File: config.mk
export PLATFORM = sky130hd
export DESIGN_NAME = router_reg
export DESIGN_NICKNAME = d
export VERILOG_FILES = /design/src/rtl/router_pkg.sv /design/src/rtl/router_parity_chk.sv /design/src/rtl/router_reg.sv
export SDC_FILE = /design/constraint.sdc
export NUM_CORES = 1
export LEC_CHECK = 0
export CAP_MARGIN = 20
export CORE_MARGIN = 8
export CORE_UTILIZATION = 28
export DETAILED_ROUTE_END_ITERATION = 10
export PLACE_DENSITY_LB_ADDON = 0.2
export SLEW_MARGIN = 0
export SYNTH_ARGS = -nofsm -noshare
export SYNTH_HDL_FRONTEND = slang
export SYNTH_SLANG_ARGS = --single-unit
File: constraint.sdc
create_clock -name clk -period 1.5 [get_ports clk]
set_clock_uncertainty 0.15 [all_clocks]
set_input_delay 0.3 -clock clk [delete_from_list [all_inputs] [get_ports clk]]
set_output_delay 0.3 -clock clk [all_outputs]
set_load 0.1 [all_outputs]
File: src/rtl/router_pkg.sv
// Shared router definitions: data width default, header field layout and the
// router FSM state encoding used by the FSM and its datapath.
package router_pkg;

    localparam int unsigned DEF_WIDTH = 8;

    localparam int unsigned ADDR_LSB = 0;
    localparam int unsigned ADDR_MSB = 1;
    localparam int unsigned LEN_LSB  = 2;

    typedef enum logic [2:0] {
        DECODE_ADDRESS     = 3'd0,
        LOAD_FIRST_DATA    = 3'd1,
        LOAD_DATA          = 3'd2,
        WAIT_TILL_EMPTY    = 3'd3,
        FIFO_FULL_STATE    = 3'd4,
        LOAD_AFTER_FULL    = 3'd5,
        LOAD_PARITY        = 3'd6,
        CHECK_PARITY_ERROR = 3'd7
    } router_state_e;

endpackage

File: src/rtl/router_parity_chk.sv
// Packet parity tracker: accumulates internal parity, captures the trailing
// parity byte (direct or from the hold register) and flags a mismatch.
module router_parity_chk
    import router_pkg::*;
#(
    parameter int unsigned WIDTH = DEF_WIDTH
) (
    input  logic             i_clk,
    input  logic             i_resetn,
    input  logic             i_detect_addr,
    input  logic             i_lfd_state,
    input  logic             i_ld_state,
    input  logic             i_laf_state,
    input  logic             i_rst_int_reg,
    input  logic             i_pkt_valid,
    input  logic             i_fifo_full,
    input  logic             i_low_pkt_valid,
    input  logic [WIDTH-1:0] i_data_in,
    input  logic [WIDTH-1:0] i_header,
    input  logic [WIDTH-1:0] i_hold,
    output logic             o_parity_done,
    output logic             o_err
);

    logic [WIDTH-1:0] r_int_parity;
    logic [WIDTH-1:0] r_pkt_parity;
    logic             r_parity_done;
    logic             r_err;

    always_ff @(posedge i_clk) begin
        if (!i_resetn) begin
            r_int_parity <= '0;
        end else if (i_detect_addr) begin
            r_int_parity <= '0;
        end else if (i_lfd_state) begin
            r_int_parity <= r_int_parity ^ i_header;
        end else if (i_ld_state && i_pkt_valid) begin
            r_int_parity <= r_int_parity ^ i_data_in;
        end
    end

    // Parity byte arrives either directly in load, or parked in hold when the
    // FIFO was full; !r_parity_done keeps the parked copy from landing twice.
    always_ff @(posedge i_clk) begin
        if (!i_resetn) begin
            r_pkt_parity  <= '0;
            r_parity_done <= 1'b0;
        end else if (i_detect_addr) begin
            r_parity_done <= 1'b0;
        end else if (i_ld_state && !i_fifo_full && !i_pkt_valid) begin
            r_pkt_parity  <= i_data_in;
            r_parity_done <= 1'b1;
        end else if (i_laf_state && i_low_pkt_valid && !r_parity_done) begin
            r_pkt_parity  <= i_hold;
            r_parity_done <= 1'b1;
        end
    end

    always_ff @(posedge i_clk) begin
        if (!i_resetn) begin
            r_err <= 1'b0;
        end else if (i_detect_addr && i_pkt_valid) begin
            r_err <= 1'b0;
        end else if (i_rst_int_reg && r_parity_done) begin
            r_err <= (r_int_parity != r_pkt_parity);
        end
    end

    assign o_parity_done = r_parity_done;
    assign o_err         = r_err;

endmodule

File: src/rtl/router_reg.sv
// Router datapath register stage: header latch, full-FIFO hold byte, registered
// FIFO write data and low-pkt-valid flag; parity handled by router_parity_chk.
module router_reg
    import router_pkg::*;
#(
    parameter int unsigned WIDTH = DEF_WIDTH
) (
    input  logic             clk,
    input  logic             resetn,
    input  logic             pkt_valid,
    input  logic [WIDTH-1:0] data_in,
    input  logic             fifo_full,
    input  logic             detect_addr,
    input  logic             ld_state,
    input  logic             laf_state,
    input  logic             full_state,
    input  logic             lfd_state,
    input  logic             rst_int_reg,
    output logic [WIDTH-1:0] dout,
    output logic             parity_done,
    output logic             low_pkt_valid,
    output logic             err
);

    logic [WIDTH-1:0] r_header;
    logic [WIDTH-1:0] r_hold;
    logic [WIDTH-1:0] r_dout;
    logic             r_low_pkt_valid;
    logic             w_full_state_unused;

    // full_state needs no action here: dout simply holds while the FSM waits.
    assign w_full_state_unused = full_state;

    always_ff @(posedge clk) begin
        if (!resetn) begin
            r_header <= '0;
        end else if (detect_addr && pkt_valid) begin
            r_header <= data_in;
        end
    end

    // The source considers this byte accepted, so park it until load-after-full.
    always_ff @(posedge clk) begin
        if (!resetn) begin
            r_hold <= '0;
        end else if (ld_state && fifo_full) begin
            r_hold <= data_in;
        end
    end

    always_ff @(posedge clk) begin
        if (!resetn) begin
            r_dout <= '0;
        end else if (lfd_state) begin
            r_dout <= r_header;
        end else if (ld_state && !fifo_full) begin
            r_dout <= data_in;
        end else if (laf_state) begin
            r_dout <= r_hold;
        end
    end

    always_ff @(posedge clk) begin
        if (!resetn) begin
            r_low_pkt_valid <= 1'b0;
        end else if (rst_int_reg) begin
            r_low_pkt_valid <= 1'b0;
        end else if (ld_state && !pkt_valid) begin
            r_low_pkt_valid <= 1'b1;
        end
    end

    router_parity_chk #(
        .WIDTH(WIDTH)
    ) u_parity_chk (
        .i_clk          (clk),
        .i_resetn       (resetn),
        .i_detect_addr  (detect_addr),
        .i_lfd_state    (lfd_state),
        .i_ld_state     (ld_state),
        .i_laf_state    (laf_state),
        .i_rst_int_reg  (rst_int_reg),
        .i_pkt_valid    (pkt_valid),
        .i_fifo_full    (fifo_full),
        .i_low_pkt_valid(r_low_pkt_valid),
        .i_data_in      (data_in),
        .i_header       (r_header),
        .i_hold         (r_hold),
        .o_parity_done  (parity_done),
        .o_err          (err)
    );

    assign dout          = r_dout;
    assign low_pkt_valid = r_low_pkt_valid;

endmodule

=== Word level (Yosys, flattened, before mapping) ===
Cells that the tools add are included.

* Equality and inequality tests: 1
* Mux-type cells: 9
* Bitwise logic cells: 4
* Reduce and logical (&&, ||, !) cells: 19

{| class="wikitable"
|+ Operators with widths
! cell !! count
|-
| $mux W8 || 7
|-
| $xor A8 B8 Y8 || 2
|-
| $logic_and A1 B1 Y1 || 9
|-
| $ne A8 B8 Y1 || 1
|-
| $reduce_or A2 Y1 || 3
|-
| $reduce_bool A2 Y1 || 2
|-
| $logic_not A1 Y1 || 3
|-
| $reduce_bool A3 Y1 || 1
|-
| $mux W1 || 2
|-
| $not A1 Y1 || 2
|-
| $reduce_and A2 Y1 || 1
|}

* Input bits: 18
* Flip-flop bits (word level): 43

=== Logic depth before layout (Yosys ltp) ===
Gate-level depths: netlist of the first run.

* Depth after elaboration: 5
* Mapped depth: 6
* Gate-level depth less buffers: 4

=== By module ===
Synthesis of the first run repeated with hierarchy kept, for this count alone.

* Cell total of the unflattened synthesis: 253
* Area, all modules: 2,267.2 µm²

{| class="wikitable"
|+ By module, submodules not included
! module !! area each (µm²) !! instances !! cells an instance
|-
| router_reg || 1,172.4 || 1 || 130
|-
| router_parity_chk || 1,094.8 || 1 || 123
|}

=== Least setup slack after synthesis of the first run ===
No wires, ideal clock.

* Path type: reg2reg
* Start point: register r_low_pkt_valid (netlist: low_pkt_valid)
* End point: register u_parity_chk.r_pkt_parity[0]
* Required time: 1,229 ps
* Path buffers: 1
* Clock period less this slack: 2,050 ps
* Arrival time: 1,779 ps
* Path slack: -550 ps
* Stages on the path, launching flop included: 6
* Cells stage by stage: dfxtp_1 nand3b_1 nand2b_1 clkbuf_2 o22ai_1 a21oi_1

* Word-level cells in the longest chain between the ends: 4

{| class="wikitable"
|+ Ends and longest elaborated chain
! what !! RTL line !! RTL
|-
| from (decl) || router_reg.sv:28 || <nowiki>logic r_low_pkt_valid;</nowiki>
|-
| from (signal assigned) || router_reg.sv:65 || <nowiki>r_low_pkt_valid <= 1'b0;</nowiki>
|-
| from (signal assigned) || router_reg.sv:67 || <nowiki>r_low_pkt_valid <= 1'b0;</nowiki>
|-
| from (signal assigned) || router_reg.sv:69 || <nowiki>r_low_pkt_valid <= 1'b1;</nowiki>
|-
| $logic_and A1 B1 Y1 (2 in a row) || router_parity_chk.sv:53 || <nowiki>end else if (i_laf_state && i_low_pkt_valid && !r_parity_done) begin</nowiki>
|-
| $reduce_bool A2 Y1 (no line) || -- ||
|-
| $reduce_and A2 Y1 (no line) || -- ||
|-
| to (signal assigned) || router_parity_chk.sv:51 || <nowiki>r_pkt_parity <= i_data_in;</nowiki>
|-
| to (signal assigned) || router_parity_chk.sv:54 || <nowiki>r_pkt_parity <= i_hold;</nowiki>
|-
| to (decl) || router_parity_chk.sv:26 || <nowiki>logic [WIDTH-1:0] r_pkt_parity;</nowiki>
|}

No other way between the ends.
A chain may end at the register's enable or synchronous reset.

=== Worst setup path after layout of the first run ===
* Start point: input ld_state
* End point: register u_parity_chk.r_int_parity[6]

* Word-level cells in the longest chain between the ends: 2

{| class="wikitable"
|+ Ends and longest elaborated chain
! what !! RTL line !! RTL
|-
| from (decl) || router_reg.sv:14 || <nowiki>input logic ld_state,</nowiki>
|-
| $logic_and A1 B1 Y1 || router_parity_chk.sv:37 || <nowiki>end else if (i_ld_state && i_pkt_valid) begin</nowiki>
|-
| $reduce_bool A2 Y1 (no line) || -- ||
|-
| to (signal assigned) || router_parity_chk.sv:36 || <nowiki>r_int_parity <= r_int_parity ^ i_header;</nowiki>
|-
| to (signal assigned) || router_parity_chk.sv:38 || <nowiki>r_int_parity <= r_int_parity ^ i_data_in;</nowiki>
|-
| to (decl) || router_parity_chk.sv:25 || <nowiki>logic [WIDTH-1:0] r_int_parity;</nowiki>
|}

No other way between the ends.

==> results.py, run 1 <==
metrics = {
    "run_status": {
        "status": "complete, no violations",
    },
    "routing": {
        "wl_per_cell_microns": 14.71,
        "vias_per_cell": 4.743,
        "first_pass_iters": 4,
        "drc": 0,
        "drt_iter0_markers": 74,
        "routed_wl_microns": 5619,
        "antenna_left": 0,
        "dr_total_vias": 1812,
    },
    "floorplanning": {
        "rows": 30,
        "start_util": 0.2886,
        "die_area_sq_mm": 0.009936,
        "fp.dieH_microns": 99.68,
        "die_w_microns": 99.68,
        "core_area_sq_mm": 0.006794,
        "ios": 29,
    },
    "cts": {
        "cts.sinks": 43,
        "cts_tree": "yes",
        "clk_pin_slew_ns": 0.08,
        "root_buffer": "clkbuf_8",
        "h-tree-depth": 2,
        "hold_buffers": 0,
        "worstSkewPairLatency_ns": 0.29,
        "clk_path_buf_depth": 2,
        "cts_buffers": 5,
    },
    "grt": {
        "grt.total_usage": 0.1165,
        "gr-total-overflow": 0,
        "grt_first_pass_wirelength_microns": 9190,
        "grt_antenna_before_repair": 0,
        "grt_max_degree": 26,
        "grt_pass1_vias": 1822,
    },
    "place": {
        "dp_hpwl_microns": 4174,
        "gp_congestion": 0.8400,
        "post-place-cells": 374,
        "postPlaceCellArea_sq_mm": 0.002698,
        "port-buffer-count": 27,
    },
    "critical_path": {
        "rr_worst_depth": 4,
        "start_kind": "input port",
        "crit_path_max_fanout": 6,
        "crit_arrival_ns": 1.51,
        "crit_type": "in -> reg",
        "cp.required_ns": 1.54,
        "end_kind": "flip-flop",
    },
    "sta": {
        "slew_violations": 0,
        "fmax_mhz": 681.6,
        "worst_pin_slew_ns": 0.3115,
        "fin_crit_ns": 1.467,
        "rsz0062_at_grt": "no",
        "finalHoldViolCount": 0,
        "setup_tns_ns": 0,
        "hold_slack_ns": 0.2300,
        "relSlewSlack": 0.7917,
        "period_share": 0.9781,
        "finalSetupViolCount": 0,
    },
    "synth": {
        "yosysTopAreaCell": "dfxtp_1",
        "synth_edf_count": 0,
        "synth_area_per_cell_sq_um": 8.524,
        "synthArstFlopShare": 0,
        "synth-warning-count": 0,
        "yosys_most_used_dff": "dfxtp_1",
        "synth.net_count": 248,
        "synth_top_cell_area_share": 0.4391,
        "postSynthCellCount": 230,
        "yosysSeqAreaShare": 0.4391,
        "yosysMostFrequentCell": "dfxtp_1",
        "ys_seq_elements": 43,
        "synth.area.top_cells": "dfxtp_1, nand3_1, a21boi_0, xor2_1, nand2_1",
        "synth_commonest_cells": "dfxtp_1, nand2_1, nand3_1",
        "synth_cell_type_count": 36,
        "synth_area_sq_mm": 0.001961,
    },
    "min_path": {
        "hold_path_class": "in -> reg",
        "min_path_cells": 3,
    },
    "layout": {
        "diodes": 0,
        "nets": 303,
        "syn_to_final_growth_pct": 44.16,
        "stdcell_area_sq_mm": 0.002826,
        "drive_above_1_share": 0.2483,
        "fin_cells": 382,
    },
    "pwr": {
        "vdd_drop_max_uv": 465.1,
        "powerDensity_mw_per_mm2": 863.1,
        "p_leak_nw": 1.106,
    },
    "run": {
        "drv_cap": 0,
    },
}
==> report_power, final <==
group | switching, mW | internal (mW) | leakage [nW]
Combinational | 0.267 | 0.225 | 0.711
Sequential | 0.0419 | 1.19 | 0.352
Clock | 0.392 | 0.327 | 0.0422
==> logic make-up (layout without fill, tap and decap cells) <==
family,after synthesis,after routing,share of synthesized area
AOI/OAI and AO/OA,79,79,0.2744
and+or+nand+nor,72,72,0.1723
DFF,43,43,0.4391
xor gates and xnor gates,14,14,0.06254
buffers and inverters,22,78,0.05168
==> worst max-delay path, cell delays in order <==
cell and delay (ns):
dlygate4sd2_1 0.26, buf_4 0.16, and3b_1 0.18, buf_4 0.16, a22oi_2 0.21, xor2_1 0.18
nor2_1 0.05
==> worst paths after layout <==
| check | start | endpoint | slack [ns] |
|---|---|---|---|
| worst max-delay path | ld_state | u_parity_chk.r_int_parity[6]$_SDFFE_PP0P_ | 0.03 |
| worst min-delay path | laf_state | u_parity_chk.o_parity_done$_SDFFE_PP0P_ | 0.23 |
| worst max register to register | u_parity_chk.o_parity_done$_SDFFE_PP0P_ | u_parity_chk.r_pkt_parity[7]$_SDFFE_PN0P_ | 0.19 |
| worst min register to register | r_header[7]$_SDFFE_PN0P_ | r_header[7]$_SDFFE_PN0P_ | 0.33 |
==> timing repair <==
action / in CTS / in global routing
endpoints found under the setup margin: 25 / 11
pin swaps: 5 / 6
resized for setup: 14 / 3
endpoints found under the hold margin: 0 / 0
buffers inserted: 0 / 0
==> area by class of cell <==
type	count	area (sq um)
Fill cell	696	3968
Multi-Input combinational cell	165	1045
Sequential cell	43	869.6
Timing Repair Buffer	65	691.9
Tap cell	96	120.1
Clock buffer	7	76.32
Inverter	5	18.77
Clock inverter	1	5.005
==> stage by stage <==
step	total power, mW	worst slack (ns)	utilization
after floorplan	1.499	0.01102	-
final	2.439	0.03283	0.4160
after detailed placement	1.737	-0.5535	0.3971
after global placement	1.737	-0.5100	0.3971
after CTS	2.470	0.02059	0.4142
after global routing	2.557	0.0005557	0.4160
==> layout by cell type, fill, tap and decap left out, types with 2 or more instances in the layout <==
cell type,instances
nor2_1,9
clkdlybuf4s50_1,11
dfxtp_4,2
buf_4,35
nand2_1,28
o21ai_1,8
a22oi_1,2
o21a_1,7
buf_12,13
nand3_1,24
xor2_1,13
dfxtp_1,40
clkbuf_1,2
dlygate4sd2_1,4
o22ai_1,7
a22oi_2,5
a21oi_1,20
a21boi_0,16
inv_1,4
clkbuf_8,5
a22o_1,7
==> sequential cells by signal, summed over array words and instances, names as in the netlist <==
register and count:
r_header 8, low_pkt_valid 1, dout 8, u_parity_chk.r_pkt_parity 8, u_parity_chk.o_parity_done 1, r_hold 8
u_parity_chk.r_int_parity 8, u_parity_chk.o_err 1
==> metal layers <==
metal | track usage | up-vias | wire [microns]
li1 | - | 925 | -
met1 | 0.1520 | 846 | 2702
met2 | 0.1780 | 34 | 2558
met3 | 0.02723 | 7 | 265
met4 | 0.05006 | 0 | 92
met5 | 0 | - | 0
No activity file was read; power rests on OpenSTA's default activity.
==> inputs of run 2 (changes only) <==
CORE_UTILIZATION = 45   (was 28)
==> run 2 against run 1 <==
Worst hold slack better by 0.050 ns. Wire length is 0.20% lower. Non-clock buffer count unchanged. Flip-flop and latch count unchanged. Highest routed layer unchanged.
==> results.py, run 2 (synthesized netlist as in run 1, its figures left out) <==
metrics = {
    "run_status": {
        "status": "complete, no violations",
    },
    "min_path": {
        "hold_path_class": "in -> reg",
    },
    "sta": {
        "finalSetupViolCount": 0,
        "period_share": 0.9478,
        "finalHoldViolCount": 0,
        "slew_violations": 0,
        "worst_pin_slew_ns": 0.3340,
        "fin_crit_ns": 1.422,
        "setup_ws_ns": 0.07828,
        "fmax_mhz": 703.4,
        "setup_tns_ns": 0,
        "hold_slack_ns": 0.2797,
        "relSlewSlack": 0.7766,
        "rsz0062_at_grt": "no",
    },
    "pwr": {
        "vdd_drop_max_uv": 591.2,
        "power_switching_mw": 0.7186,
        "p_sw_frac": 0.2689,
        "comb_power_share": 0.189,
        "p_leak_nw": 1.133,
        "power_frac_seq": 0.460,
        "pwr-share-clk": 0.352,
        "power.internal_mw": 1.954,
        "powerDensity_mw_per_mm2": 941.3,
    },
    "floorplanning": {
        "rows": 24,
        "start_util": 0.4598,
        "fp.dieH_microns": 82.01,
        "die_area_sq_mm": 0.006725,
        "core_area_sq_mm": 0.004264,
        "ios": 29,
        "die_w_microns": 82.01,
    },
    "critical_path": {
        "slowest_stage": "or3b_4",
        "worstPathCellList": "dlygate4sd2_1 > or3b_4 > buf_4 > nand2b_4 > o22ai_1 > a21oi_1",
        "crit_type": "in -> reg",
        "slowest_delay_ns": 0.42,
        "start_kind": "input port",
        "end_kind": "flip-flop",
        "cp.required_ns": 1.58,
        "crit_arrival_ns": 1.50,
        "crit_path_max_fanout": 8,
    },
    "routing": {
        "vias_per_cell": 5.630,
        "wl_per_cell_microns": 16.59,
        "dr_total_vias": 1903,
        "antenna_left": 0,
        "routed_wl_microns": 5608,
        "first_pass_iters": 4,
        "drc": 0,
        "drt_iter0_markers": 152,
    },
    "grt": {
        "grt_max_degree": 14,
        "grt_antenna_before_repair": 0,
        "gr-total-overflow": 0,
        "grt_first_pass_wirelength_microns": 9211,
        "grt_pass1_vias": 1858,
        "grt.total_usage": 0.1799,
    },
    "cts": {
        "cts_buffers": 5,
        "h-tree-depth": 2,
        "cts_tree": "yes",
        "root_buffer": "clkbuf_8",
        "clk_path_buf_depth": 2,
        "worstSkewPairLatency_ns": 0.30,
        "hold_buffers": 0,
        "clk_pin_slew_ns": 0.08,
        "cts.sinks": 43,
    },
    "place": {
        "post-place-cells": 326,
        "dp_slack_ns": -0.5437,
        "port-buffer-count": 27,
        "dp_hpwl_microns": 4021,
        "gp_congestion": 0.8607,
    },
    "layout": {
        "fin_cells": 338,
        "nets": 303,
        "n_fill_cell": 349,
        "syn_to_final_growth_pct": 44.80,
        "drive_above_1_share": 0.2727,
        "diodes": 0,
        "layout_commonest_cell": "dfxtp_1",
        "mostFrequentLayoutCells": "dfxtp_1, buf_4, nand2_1, nand3_1, a21oi_1",
        "postLayoutCoreUtil": 0.6658,
    },
    "run": {
        "drv_cap": 0,
    },
}
==> run 2: area by class of cell <==
| type | count | area, sq um | share of cell area |
|---|---|---|---|
| Multi-Input combinational cell | 165 | 1064 | 0.3746 |
| Clock inverter | 2 | 35.03 | 0.01234 |
| Timing Repair Buffer | 65 | 704.4 | 0.2481 |
| Clock buffer | 6 | 82.58 | 0.02909 |
| Tap cell | 52 | 65.06 | 0.02292 |
| Sequential cell | 43 | 869.6 | 0.3063 |
| Inverter | 5 | 18.77 | 0.006611 |
==> run 2: worst max-delay path, delay by kind of cell <==
| family | cells | cell delay [ns] |
|---|---|---|
| AND/OR/NAND/NOR | 2 | 0.52 |
| AO/OA/AOI/OAI | 2 | 0.25 |
| buffers and inverters | 2 | 0.43 |
==> run 2: through the flow <==
stage          cell area (sq um)  total power [mW]
3_5_place_dp                2613             1.728
5_1_grt                     2839             2.782
4_1_cts                     2804             2.679
3_3_place_gp                2613             1.722
2_1_floorplan               1969             1.499
6_report                    2839             2.672
==> run 2: final timing paths <==
path                                           startpoint                                   endpoint  slack, ns  depth (start not counted)
setup / recovery                                pkt_valid  u_parity_chk.r_pkt_parity[3]$_SDFFE_PN0P_       0.08                          6
hold / removal                                  laf_state    u_parity_chk.o_parity_done$_SDFFE_PP0P_       0.28                          3
setup reg to reg  u_parity_chk.o_parity_done$_SDFFE_PP0P_  u_parity_chk.r_pkt_parity[0]$_SDFFE_PN0P_       0.13                          4
hold reg to reg                  r_header[7]$_SDFFE_PN0P_                   r_header[7]$_SDFFE_PN0P_       0.34                          2
==> run 2: power by group through the flow <==
stage               Clock, mW  Combinational (mW)  Sequential [mW]
CTS                     0.956               0.496             1.23
detailed placement          0               0.475             1.25
global route             1.01               0.538             1.23
global placement            0               0.470             1.25
finish                  0.940               0.504             1.23
floorplan                   0               0.176             1.32
==> run 2: timing repair <==
| item | CTS | global route |
|---|---|---|
| setup buffers | 3 | 1 |
| resized for setup | 17 | 8 |
| endpoints found under the setup margin | 24 | 17 |
| pin swaps | 5 | 5 |
==> run 2: layer usage <==
layer  global-route usage  part of all wire  up-vias
li1                     -                 -      927
met1               0.2329              0.45      900
met2               0.2857              0.48       67
met3              0.04705             0.060        9
met4              0.05439             0.013        0
met5                    0                 0        -
